===== src/rtl/ro_pkg.sv =====
// Shared constants and helpers for the readout multiplexer.
// Mode encodings and channel-index width sizing.
package ro_pkg;

    localparam logic RO_MODE_GRAY = 1'b0;
    localparam logic RO_MODE_RR   = 1'b1;

    localparam int RO_N_CH_MIN = 2;
    localparam int RO_N_CH_MAX = 16;

    // Index width never collapses below one bit, even for two channels.
    function automatic int ro_idx_w(input int n);
        return (n <= 2) ? 1 : $clog2(n);
    endfunction

endpackage


===== src/rtl/ro_slot_dec.sv =====
// Trailing-zero slot decoder: lowest set bit index of the next count.
// An all-zero count selects the top channel, whose Gray bit toggles on wrap.
module ro_slot_dec
    import ro_pkg::*;
#(
    parameter  int N_CH = 8,
    localparam int IW   = ro_idx_w(N_CH)
) (
    input  logic [N_CH-1:0] val_i,
    output logic [IW-1:0]   idx_o
);

    always_comb begin
        idx_o = IW'(N_CH - 1);
        for (int i = N_CH - 1; i >= 0; i--) begin
            if (val_i[i]) begin
                idx_o = IW'(i);
            end
        end
    end

endmodule


===== src/rtl/ro_mux_n.sv =====
// N-channel comparator readout multiplexer with Gray (binary-weighted)
// and round-robin slot schedules, switched only at frame boundaries.
module ro_mux_n
    import ro_pkg::*;
#(
    parameter  int N_CH = 8,
    localparam int IW   = ro_idx_w(N_CH)
) (
    input  logic            clk_ext,
    input  logic            rstb,
    input  logic            en,
    input  logic            mode,
    input  logic [N_CH-1:0] ch_mask,
    input  logic [N_CH-1:0] in,
    output logic            data_out,
    output logic [IW-1:0]   ch_id,
    output logic            valid,
    output logic            frame_start,
    output logic [N_CH-1:0] gray
);

    logic [N_CH-1:0] cnt_q,   cnt_d;
    logic [N_CH-1:0] gray_q,  gray_d;
    logic            mode_q,  mode_d;
    logic [IW-1:0]   ch_q,    ch_d;
    logic            dat_q,   dat_d;
    logic            vld_q,   vld_d;
    logic            fs_q,    fs_d;

    logic [N_CH-1:0] cnt_inc;
    logic [N_CH-1:0] cnt_nxt;
    logic [IW-1:0]   tz_idx;
    logic [IW-1:0]   slot;
    logic            wrap;

    assign cnt_inc = cnt_q + 1'b1;

    // RR wraps at N_CH; GRAY relies on natural N_CH-bit overflow.
    always_comb begin
        cnt_nxt = cnt_inc;
        if (mode_q == RO_MODE_RR && cnt_inc == N_CH'(N_CH)) begin
            cnt_nxt = '0;
        end
    end

    assign wrap = (cnt_nxt == '0);

    ro_slot_dec #(
        .N_CH (N_CH)
    ) u_dec (
        .val_i (cnt_nxt),
        .idx_o (tz_idx)
    );

    assign slot = (mode_q == RO_MODE_RR) ? cnt_nxt[IW-1:0] : tz_idx;

    always_comb begin
        cnt_d  = cnt_q;
        gray_d = gray_q;
        mode_d = mode_q;
        ch_d   = ch_q;
        dat_d  = dat_q;
        vld_d  = 1'b0;
        fs_d   = 1'b0;
        if (en) begin
            cnt_d  = cnt_nxt;
            gray_d = cnt_nxt ^ (cnt_nxt >> 1);
            ch_d   = slot;
            dat_d  = in[slot];
            vld_d  = ch_mask[slot];
            fs_d   = wrap;
            if (wrap) begin
                mode_d = mode;
            end
        end
    end

    always_ff @(posedge clk_ext or negedge rstb) begin
        if (!rstb) begin
            cnt_q  <= '0;
            gray_q <= '0;
            mode_q <= RO_MODE_GRAY;
            ch_q   <= '0;
            dat_q  <= 1'b0;
            vld_q  <= 1'b0;
            fs_q   <= 1'b0;
        end else begin
            cnt_q  <= cnt_d;
            gray_q <= gray_d;
            mode_q <= mode_d;
            ch_q   <= ch_d;
            dat_q  <= dat_d;
            vld_q  <= vld_d;
            fs_q   <= fs_d;
        end
    end

    assign data_out    = dat_q;
    assign ch_id       = ch_q;
    assign valid       = vld_q;
    assign frame_start = fs_q;
    assign gray        = gray_q;

endmodule


===== config.mk =====
export PLATFORM = sky130hd
export DESIGN_NAME = ro_mux_n
export DESIGN_NICKNAME = d
export VERILOG_FILES = /design/src/rtl/ro_pkg.sv /design/src/rtl/ro_slot_dec.sv /design/src/rtl/ro_mux_n.sv
export SDC_FILE = /design/constraint.sdc
export NUM_CORES = 1
export LEC_CHECK = 0
export ABC_AREA = 1
export BUFFER_PORTS_ARGS = -buffer_cell sky130_fd_sc_hd__buf_2
export CAP_MARGIN = 25
export CORE_UTILIZATION = 45
export DETAILED_ROUTE_END_ITERATION = 8
export GPL_TIMING_DRIVEN = 0
export HOLD_SLACK_MARGIN = 0.12
export PLACE_DENSITY = 0.8
export SYNTH_ARGS = -nofsm -noshare
export SYNTH_HDL_FRONTEND = slang
export SYNTH_HIERARCHICAL = 1
export SYNTH_SLANG_ARGS = --single-unit

===== constraint.sdc =====
create_clock -name clk_ext -period 2.63 [get_ports clk_ext]
set_clock_uncertainty 0.05 [all_clocks]
set_input_delay 0.3945 -clock clk_ext [delete_from_list [all_inputs] [get_ports clk_ext]]
set_output_delay 0.3945 -clock clk_ext [all_outputs]
set_load 0.005 [all_outputs]

==> results of run 1 <==
[cell usage in the layout, fill, tap and decap left out, types with 2 or more instances in the layout]
master	n
dfrtp_2	3
nand4_1	3
o221ai_1	4
inv_1	22
a21oi_2	2
clkbuf_4	3
dfrtp_1	19
nand3_1	8
nor3_1	2
a21boi_2	2
ha_4	2
mux2_4	2
nand3_2	2
nand3_4	3
o21ai_2	2
mux2i_1	5
nand2_1	53
o21ai_0	9
buf_4	14
a21oi_1	2
nand2_2	6
buf_6	2
nor2_4	4
nor2_1	7
buf_2	34
inv_2	2
nand2_4	2
ha_1	3
[area by class of cell]
class | count | area [um2]
clock inverters | 1 | 30.0
inverters | 25 | 93.8
fillers | 236 | 965
clock buffers | 3 | 22.5
multi-input cells | 128 | 833
flip-flops and latches | 22 | 554
well taps | 31 | 38.8
repair buffers | 49 | 295
plain buffers | 4 | 20.0
[cells in the mapped netlist, drive strengths merged (2+ instances only)]
library cell  instances  area (um2)
mux2                  3        33.8
nand4                 3        18.8
a21oi                 4        23.8
nor2                 12        62.6
nand3                13        87.6
nor3                  2        10.0
buf                   3        16.3
nand2                61         254
o221ai                4        35.0
ha                    5        62.6
o21ai                12        71.3
a21boi                2        18.8
dfrtp                22         551
inv                  24        90.1
mux2i                 5        50.1
[flip-flops by register name (all words and copies together) (netlist names)]
signal / cells
valid: 1
cnt_q: 8
data_out: 1
ch_id: 3
mode_q: 1
frame_start: 1
gray: 7
[through the flow]
| step | hold slack (ns) | util, % | power [uW] |
|---|---|---|---|
| 2_1_floorplan | 0.0489 | - | 1240 |
| 3_3_place_gp | 0.336 | 56.7 | 1460 |
| 3_5_place_dp | 0.340 | 56.7 | 1480 |
| 4_1_cts | 0.223 | 62.5 | 1890 |
| 5_1_grt | 0.218 | 66.2 | 2210 |
| 6_report | 0.228 | 66.2 | 2050 |
[final timing paths]
path                            endpoint  slack (ns)  depth (start not counted)
worst max-delay path            data_out       -0.02                         19
worst min-delay path              mode_q        0.23                          3
worst max register to register  data_out       -0.02                         19
worst min register to register   gray[2]        0.44                          2
max in group asynchronous       cnt_q[1]        1.67                          2
min in group asynchronous       cnt_q[4]        0.51                          2
[per-layer routing]
metal	vias up	GRT usage [%]	wire length, um
met4	0	5.78	17
li1	692	-	-
met3	2	4.69	268
met5	-	0	0
met2	59	34.3	1740
met1	640	30.3	1520
[timing repair]
item                                    4_1_cts  5_1_grt
pin swaps                                     8       15
endpoints found under the hold margin        22        0
hold buffers                                  1        0
resized for setup                            14       10
endpoints found under the setup margin        2        2
buffers inserted                              7        8
[power by group through the flow]
stage / logic (uW) / clock network (uW) / registers (uW)
floorplan: 648 / 0 / 587
global placement: 871 / 0 / 592
detailed placement: 888 / 0 / 596
CTS: 1030 / 272 / 590
global route: 1310 / 283 / 617
finish: 1190 / 265 / 602
[cells by family after synthesis]
family                   after synthesis
AO/OA/AOI/OAI                         23
multiplexers                           8
adder cells (fa/ha/maj)                5
AND/OR/NAND/NOR                       92
flip-flops                            22
buffers and inverters                 29
[critical path: stages (launching register included)]
cell,delay (ns)
dfrtp_2,0.44
buf_6,0.16
ha_4,0.14
nand2_1,0.07
nor2_2,0.14
nand3_2,0.11
nor2_4,0.15
a21boi_2,0.09
inv_1,0.08
nand2_1,0.06
nand2_1,0.07
a21oi_2,0.07
o21ai_4,0.24
mux2_2,0.36
inv_1,0.05
nand2_1,0.04
nand3_1,0.07
nand2_1,0.06
nand2_1,0.06
nand2_1,0.05
==> metrics, run 1 <==
status=finished, violations left; failing checks=DRC, setup timing; Slew Limit Fails=0; number of CTS-inserted buffers=3; Seq/Total Area, Yosys=between 30 and 40%; Sum Neg Setup Slack=-0.0236 ns; EDFF count, synth=0; Antenna Cells=0; Critical R2R Launch=cnt_q[0]; Int Pwr=around 1200 uW; DRT iter0 DRCs=60; Syn Nets=between 200 and 250; wire length of the first global-routing pass=around 5.6 mm; proportion of layout cells with a drive suffix above 1=between 30% and 40%; Die ar.=~0.0034 mm2; I/O pins=34; First-pass DRT Iterations=6; Vias=1,393; Synth Area in Adders=4.45%; MaxCap Viol Count=0; post-synthesis cell type count=32; slew of the pin with the lowest slew margin=0.494 ns; Post-Synthesis Cells=roughly 180; critical path data arrival time=between 2 and 3 ns; largest family of logic cells by synthesized area=simple AND/OR/NAND/NOR gates; worst endpoint required time=2.80 ns; DRC viols=1; H-tree depth=1; GR Util All Layers=between 20% and 30%; CP Max Fanout=6; multiplexer share of the synthesized area=slightly below 6%; CP startpoint=cnt_q[0]; core area=0.00285 mm2; Flop pwr share=between 20% and 30%; Compound-Gate Fraction of Synth Area=11.0%; dominant synthesized flop cell=dfrtp_1; Setup WS pre-CTS=-0.340 ns; Setup WS post-layout=-0.0236 ns; fin cells=approximately 260; DRT antenna net count=0; asr flop ratio synth=between 90% and 100%; Period minus WS final=2.65 ns; Clock Pin Slew Worst Setup and Hold Paths=approximately 0.13 ns; Hold Crit Start=mode; Rows=19; Area Overhead vs Synth=34.4%; Setup crit start kind=register; # placed instances=243; drt total wl=approximately 3.6 mm; post-synthesis simple-gate area fraction=between 30% and 40%; die width=~58 um; placed cell areas=around 0.0016 mm2; syn_area_per_cell=roughly 8 um2; synth warn=6; Net Switching=a little under 900 uW; clk_lat worst skew=just over 0.3 ns; Clock Path Buffers=2; Hold WC Path Type=in -> reg; Max Fclk=between 300 and 400 MHz; mapped cell area=approximately 0.0014 mm2; Synth Register Bits=22; WL/cell=about 13 um; Slew Limit Headroom=67.1%; Final Setup Violations=1; CP Capture Type=register; initial antenna violation count=0; Pleak=0.000963 uW; CTS tree=built; GP Congestion=0.828; final hold vios=0; combinational share of power=between 50 and 60%; Nets=about 260; largest net degree at the start of global routing=23; Post-Synth XOR/XNOR Area=0%; routed vias/inst=between 5 and 6; Finished Cell Area=0.00189 mm2; maximum vdd drop=around 0.00086 V; Post-DP HPWL=about 2.3 mm; starting density of the core=approximately 50%; vias in the first global route=approximately 1,200; grt total ovfl=0; CTS sink cnt=22; RSZ-0062 raised after global routing=true; clock power share=12.9%; Tcrit/Tclk final=101%; sw frac=roughly 43%; kind of critical path=reg -> reg; Clock Tree Root=clkbuf_4; die height=between 50 and 60 um; IO Port Bufs=33; P per Cell Area=1090 mW/mm2
(Power assumes the default switching activity.)
==> inputs of run 2 (changes only) <==
Settings changed: CORE_UTILIZATION 45 to 48, PLACE_DENSITY 0.8 to 0.84.
==> run 2 against run 1 <==
Critical path type unchanged. Core utilization up 0.97 points. Critical path depth unchanged. Sequential cell count did not move. The flow finishes with violations (setup timing). Sequential power hardly changed.
==> metrics, run 2 (synthesized netlist as in run 1, its figures left out) <==
status=finished, violations left; failing checks=setup timing; Sum Neg Setup Slack=-0.0764 ns; clk_lat worst skew=~0.31 ns; Clock Pin Slew Worst Setup and Hold Paths=roughly 0.13 ns; grt total ovfl=0; Clock Path Buffers=2; GP Congestion=roughly 0.9; worst endpoint required time=between 2 and 3 ns; maximum vdd drop=~0.00088 V; initial antenna violation count=0; WL/cell=roughly 14 um; Clock Tree Root=clkbuf_4; CTS sink cnt=22; largest net degree at the start of global routing=23; kind of critical path=reg -> reg; commonest cells after routing, fill and taps aside=nand2_1, buf_2, inv_1; wire length of the first global-routing pass=between 5 and 6 mm; starting density of the core=51.0%; routed vias/inst=roughly 5.5; number of CTS-inserted buffers=3; critical path data arrival time=2.88 ns; Hold Crit Depth=3; RSZ-0062 raised after global routing=true; proportion of layout cells with a drive suffix above 1=approximately two fifths; Slew Limit Headroom=67.0%; Fin Hold WS=between 0.2 and 0.25 ns; DRT antenna net count=0; drt total wl=between 3 and 4 mm; FILL cells=around 200; Rows=19; Nets=254; Hold WC Path Type=in -> reg; slew of the pin with the lowest slew margin=slightly below 0.5 ns; Setup crit start kind=register; core area=0.00276 mm2; Slew Limit Fails=0; Post-DP HPWL=about 2.2 mm; Period minus WS final=between 2 and 3 ns; Die ar.=between 0.003 and 0.004 mm2; CP Capture Type=register; Final Setup Violations=1; DRT iter0 DRCs=91; final hold vios=0; die width=56.1 um; I/O pins=34; CP Max Fanout=5; Biggest register=cnt_q; commonest non-fill, non-tap cell in the layout=nand2_1; IO Port Bufs=33; GR Util All Layers=a little over a fifth; DRC viols=0; Area Overhead vs Synth=31.8%; Setup WS post-layout=-0.0764 ns; CTS tree=built; H-tree depth=1; P per Cell Area=1060 mW/mm2; Max Fclk=369 MHz; die height=56.1 um; First-pass DRT Iterations=4; MaxCap Viol Count=0; Tcrit/Tclk final=103%; Pleak=approximately 0.00095 uW; max reg flops=8; Vias=around 1,400; reg2reg path depth=19; Antenna Cells=0; vias in the first global route=around 1,200
-- run 2: per-stage QoR --
stage / util, % / instance area [um2] / total power, uW / instances / setup slack (ns)
5_1_grt: 67.2 / 1850 / 2100 / 259 / -0.248
3_3_place_gp: 58.6 / 1620 / 1460 / 243 / -0.317
2_1_floorplan: - / 1410 / 1240 / 179 / 0.0151
3_5_place_dp: 58.6 / 1620 / 1480 / 243 / -0.370
6_report: 67.2 / 1850 / 1960 / 259 / -0.0764
4_1_cts: 63.5 / 1750 / 1780 / 255 / 0.00149
-- run 2: worst paths after layout --
check                      endpoint  slack (ns)     start
setup / recovery           data_out       -0.08  cnt_q[1]
hold / removal               mode_q        0.24      mode
setup reg to reg           data_out       -0.08  cnt_q[1]
hold reg to reg            data_out        0.44  data_out
max in group asynchronous  cnt_q[0]        1.63      rstb
min in group asynchronous   gray[0]        0.54      rstb
-- run 2: layout make-up --
type                            instances  area [um2]  share of cell area [%]
Timing Repair Buffer                   45         269                    14.5
Sequential cell                        22         554                    29.9
Multi-Input combinational cell        128         840                    45.3
Clock buffer                            4        36.3                    1.96
Inverter                               25        93.8                    5.07
Tap cell                               31        38.8                    2.09
Buffer                                  4        20.0                    1.08
-- run 2: routing by layer --
metal | up-vias | part of all wire (%) | GRT usage, %
li1 | 681 | - | -
met2 | 54 | 50 | 36.2
met3 | 10 | 5.5 | 0.698
met4 | 0 | 2.0 | 6.27
met1 | 681 | 43 | 30.8
met5 | - | 0 | 0
-- run 2: what timing repair did --
action	4_1_cts	5_1_grt
endpoints found under the hold margin	22	0
pin swaps	3	16
setup buffers	7	4
hold buffers	1	0
gates resized for setup	9	21
endpoints found under the setup margin	2	2
-- run 2: power breakdown --
group	leakage (uW)	switching, uW	internal (uW)
clock network	0.0000210	110	84.6
logic	0.000656	643	517
registers	0.000274	130	471
total	0.000952	883	1070
-- run 2: critical path, cell delays in order, from the launching register on --
cell and delay [ns]:
dfrtp_1 0.45, ha_4 0.21, nor2_4 0.13, nor2_4 0.04, nor2_2 0.12, nand3_2 0.10
nor2_4 0.13, a21boi_2 0.09, inv_1 0.10, nand2_1 0.05, nand2_1 0.07, a21oi_2 0.07
o21ai_4 0.23, buf_6 0.14, mux2i_1 0.21, nand3_1 0.13, nand3_1 0.10, nand2_1 0.06
nand2_1 0.06, nand2_1 0.05
==> inputs of run 3 (changes only) <==
Settings changed: CORE_ASPECT_RATIO set to 1.25.
==> run 3 against run 2 <==
The run now ends clean. Routed wire length is 1.4% lower. Critical path type unchanged. Highest routed layer unchanged. Sequential share of layout area is 0.73 points lower. Global-route usage is 2.1 points higher. Cell area is 2.5% higher. Clock power is 36% higher. Register-to-register slack better by 0.09 ns. Maximum frequency is 3.6% higher. Critical path depth stayed put.
==> metrics, run 3 (synthesized netlist as in run 1, its figures left out) <==
status=finished, final reports clean; DRT antenna net count=0; clock power share=a little over an eighth; First-pass DRT Iterations=4; number of CTS-inserted buffers=3; Fin Hold WS=roughly 0.24 ns; largest net degree at the start of global routing=23; Setup crit start kind=register; max reg flops=8; DRT iter0 DRCs=36; die height=62.5 um; Net Switching=854 uW; GP Congestion=between 0.8 and 0.9; CP max stage delay=roughly 0.46 ns; Clock Pin Slew Worst Setup and Hold Paths=0.13 ns; met2 Resource Use GR=~45%; starting density of the core=approximately 51%; final hold vios=0; drt total wl=~3.5 mm; RSZ-0062 raised after global routing=true; I/O pins=34; Max Fclk=approximately 380 MHz; Worst R2R End=data_out; Flop pwr share=about 30%; Clock Path Buffers=2; initial antenna violation count=0; vias in the first global route=1,391; worst-path cell chain=ha_4 -> nand2_2 -> clkinv_2 -> nor2_4 -> nor2_2 -> nand3_2 -> nor2_4 -> buf_4 -> a21boi_2 -> inv_1 -> a21oi_2 -> o21ai_4 -> mux2_4 -> inv_1 -> nand3_1 -> nand3_1 -> nand2_1 -> nand2_1 -> nand2_1; CP most frequent cell=nand2_1; MaxCap Viol Count=0; area of the multi-input gates=846 um2; CTS sink cnt=22; worst endpoint required time=around 2.8 ns; Rows=21; sw frac=between 40 and 50%; CP Max Fanout=7; commonest cells after routing, fill and taps aside=nand2_1, buf_2, inv_1; Critical R2R Launch=cnt_q[0]; Area Overhead vs Synth=35.1%; CP startpoint=cnt_q[0]; die width=between 50 and 60 um; maximum vdd drop=~0.00064 V; slowest library cell on the worst path=dfrtp_2; Pleak=0.000964 uW; GR Util All Layers=23.8%; clk_lat worst skew=roughly 0.32 ns; wire length of the first global-routing pass=roughly 5.7 mm; Die ar.=0.00315 mm2; FILL cells=between 200 and 250; most used routing layer=met2; CP Capture Type=register; Post-DP HPWL=approximately 2.4 mm; reg-to-reg slack, setup=0.02 ns; Biggest register=cnt_q; commonest non-fill, non-tap cell in the layout=nand2_1; IO Port Bufs=33; Hold WC Path Type=in -> reg; Int Pwr=approximately 1200 uW; Period minus WS final=between 2 and 3 ns; Clock Tree Root=clkbuf_4; core area=around 0.0027 mm2; Tcrit/Tclk final=just under 100%; slew of the pin with the lowest slew margin=approximately 0.49 ns; H-tree depth=1; Final Setup Violations=0; Nets=between 200 and 300; proportion of layout cells with a drive suffix above 1=between 30% and 40%; kind of critical path=reg -> reg; routed vias/inst=5.18; CP Capture Point=data_out; register area=approximately 550 um2; combinational share of power=around 57%; P per Cell Area=1070 mW/mm2; met3 usage=under 10%; Vias=around 1,400; Slew Limit Headroom=between 60 and 70%; Antenna Cells=0; grt total ovfl=0; DRC viols=0; Slew Limit Fails=0; Core Util, Final=roughly 69%; WL/cell=13.3 um; CTS tree=built; critical path data arrival time=roughly 2.8 ns; GR Layer Usage met1=25.7%; reg2reg path depth=19
==> run 3: cell types whose count changed in the layout (fill, tap and decap cells not counted), moves of 2 or more <==
cell     previous run  this run
buf_4               9        13
inv_2               4         1
inv_1              21        23
nand3_1             7         9
nand3_2             3         1
==> run 3: repair_timing <==
| item | in CTS | in global routing |
|---|---|---|
| pin swaps | 9 | 4 |
| setup endpoints to repair | 2 | 2 |
| buffers inserted | 9 | 5 |
| endpoints found under the hold margin | 22 | 0 |
| resized for setup | 22 | 4 |
| hold buffers | 1 | 0 |
==> run 3: power groups by stage <==
stage                     Combinational (uW)  Sequential, uW  Clock (uW)
after floorplan                          648             587           0
after global placement                   871             598           0
after detailed placement                 894             599           0
after CTS                               1070             602         265
after global routing                    1270             625         280
final                                   1160             608         265
==> run 3: final cells by class <==
type	count	area share (%)
clock inverters	1	1.58
clock buffers	3	1.19
inverters	25	5.01
repair buffers	48	15.2
plain buffers	4	1.05
well taps	34	2.24
flip-flops and latches	22	29.2
multi-input cells	128	44.6
==> run 3: metrics by stage <==
step / cell area [um2] / power, uW / setup WS [ns] / cells / setup TNS (ns)
finish: 1900 / 2030 / 0.0177 / 265 / 0
global route: 1900 / 2180 / -0.144 / 265 / -0.243
CTS: 1840 / 1940 / 0.00533 / 260 / 0
detailed placement: 1620 / 1490 / -0.339 / 246 / -0.476
global placement: 1620 / 1470 / -0.271 / 246 / -0.327
floorplan: 1410 / 1240 / 0.0151 / 179 / 0
==> run 3: worst max-delay path: cells and delay by family, from the launching register on <==
family / cells / cell delay, ns
adder cells (fa/ha/maj): 1 / 0.20
AO/OA/AOI/OAI: 3 / 0.50
buffers and inverters: 4 / 0.32
AND/OR/NAND/NOR: 10 / 0.67
flip-flops: 1 / 0.46
multiplexers: 1 / 0.32
==> run 3: how the worst min path moves through the flow <==
stage,startpoint,endpoint,slack (ns),cells after the start
3_5_place_dp,rstb,gray[4],0.34,1
4_1_cts,mode,mode_q,0.24,3
3_3_place_gp,rstb,gray[4],0.34,1
6_report,mode,mode_q,0.24,3
5_1_grt,mode,mode_q,0.26,3
2_1_floorplan,rstb,ch_id[0],0.05,0
==> run 3: per-layer routing <==
layer	part of all wire (%)	vias to the layer above
li1	-	681
met1	40	641
met2	54	44
met3	4.1	6
met4	2.0	0
met5	0	-
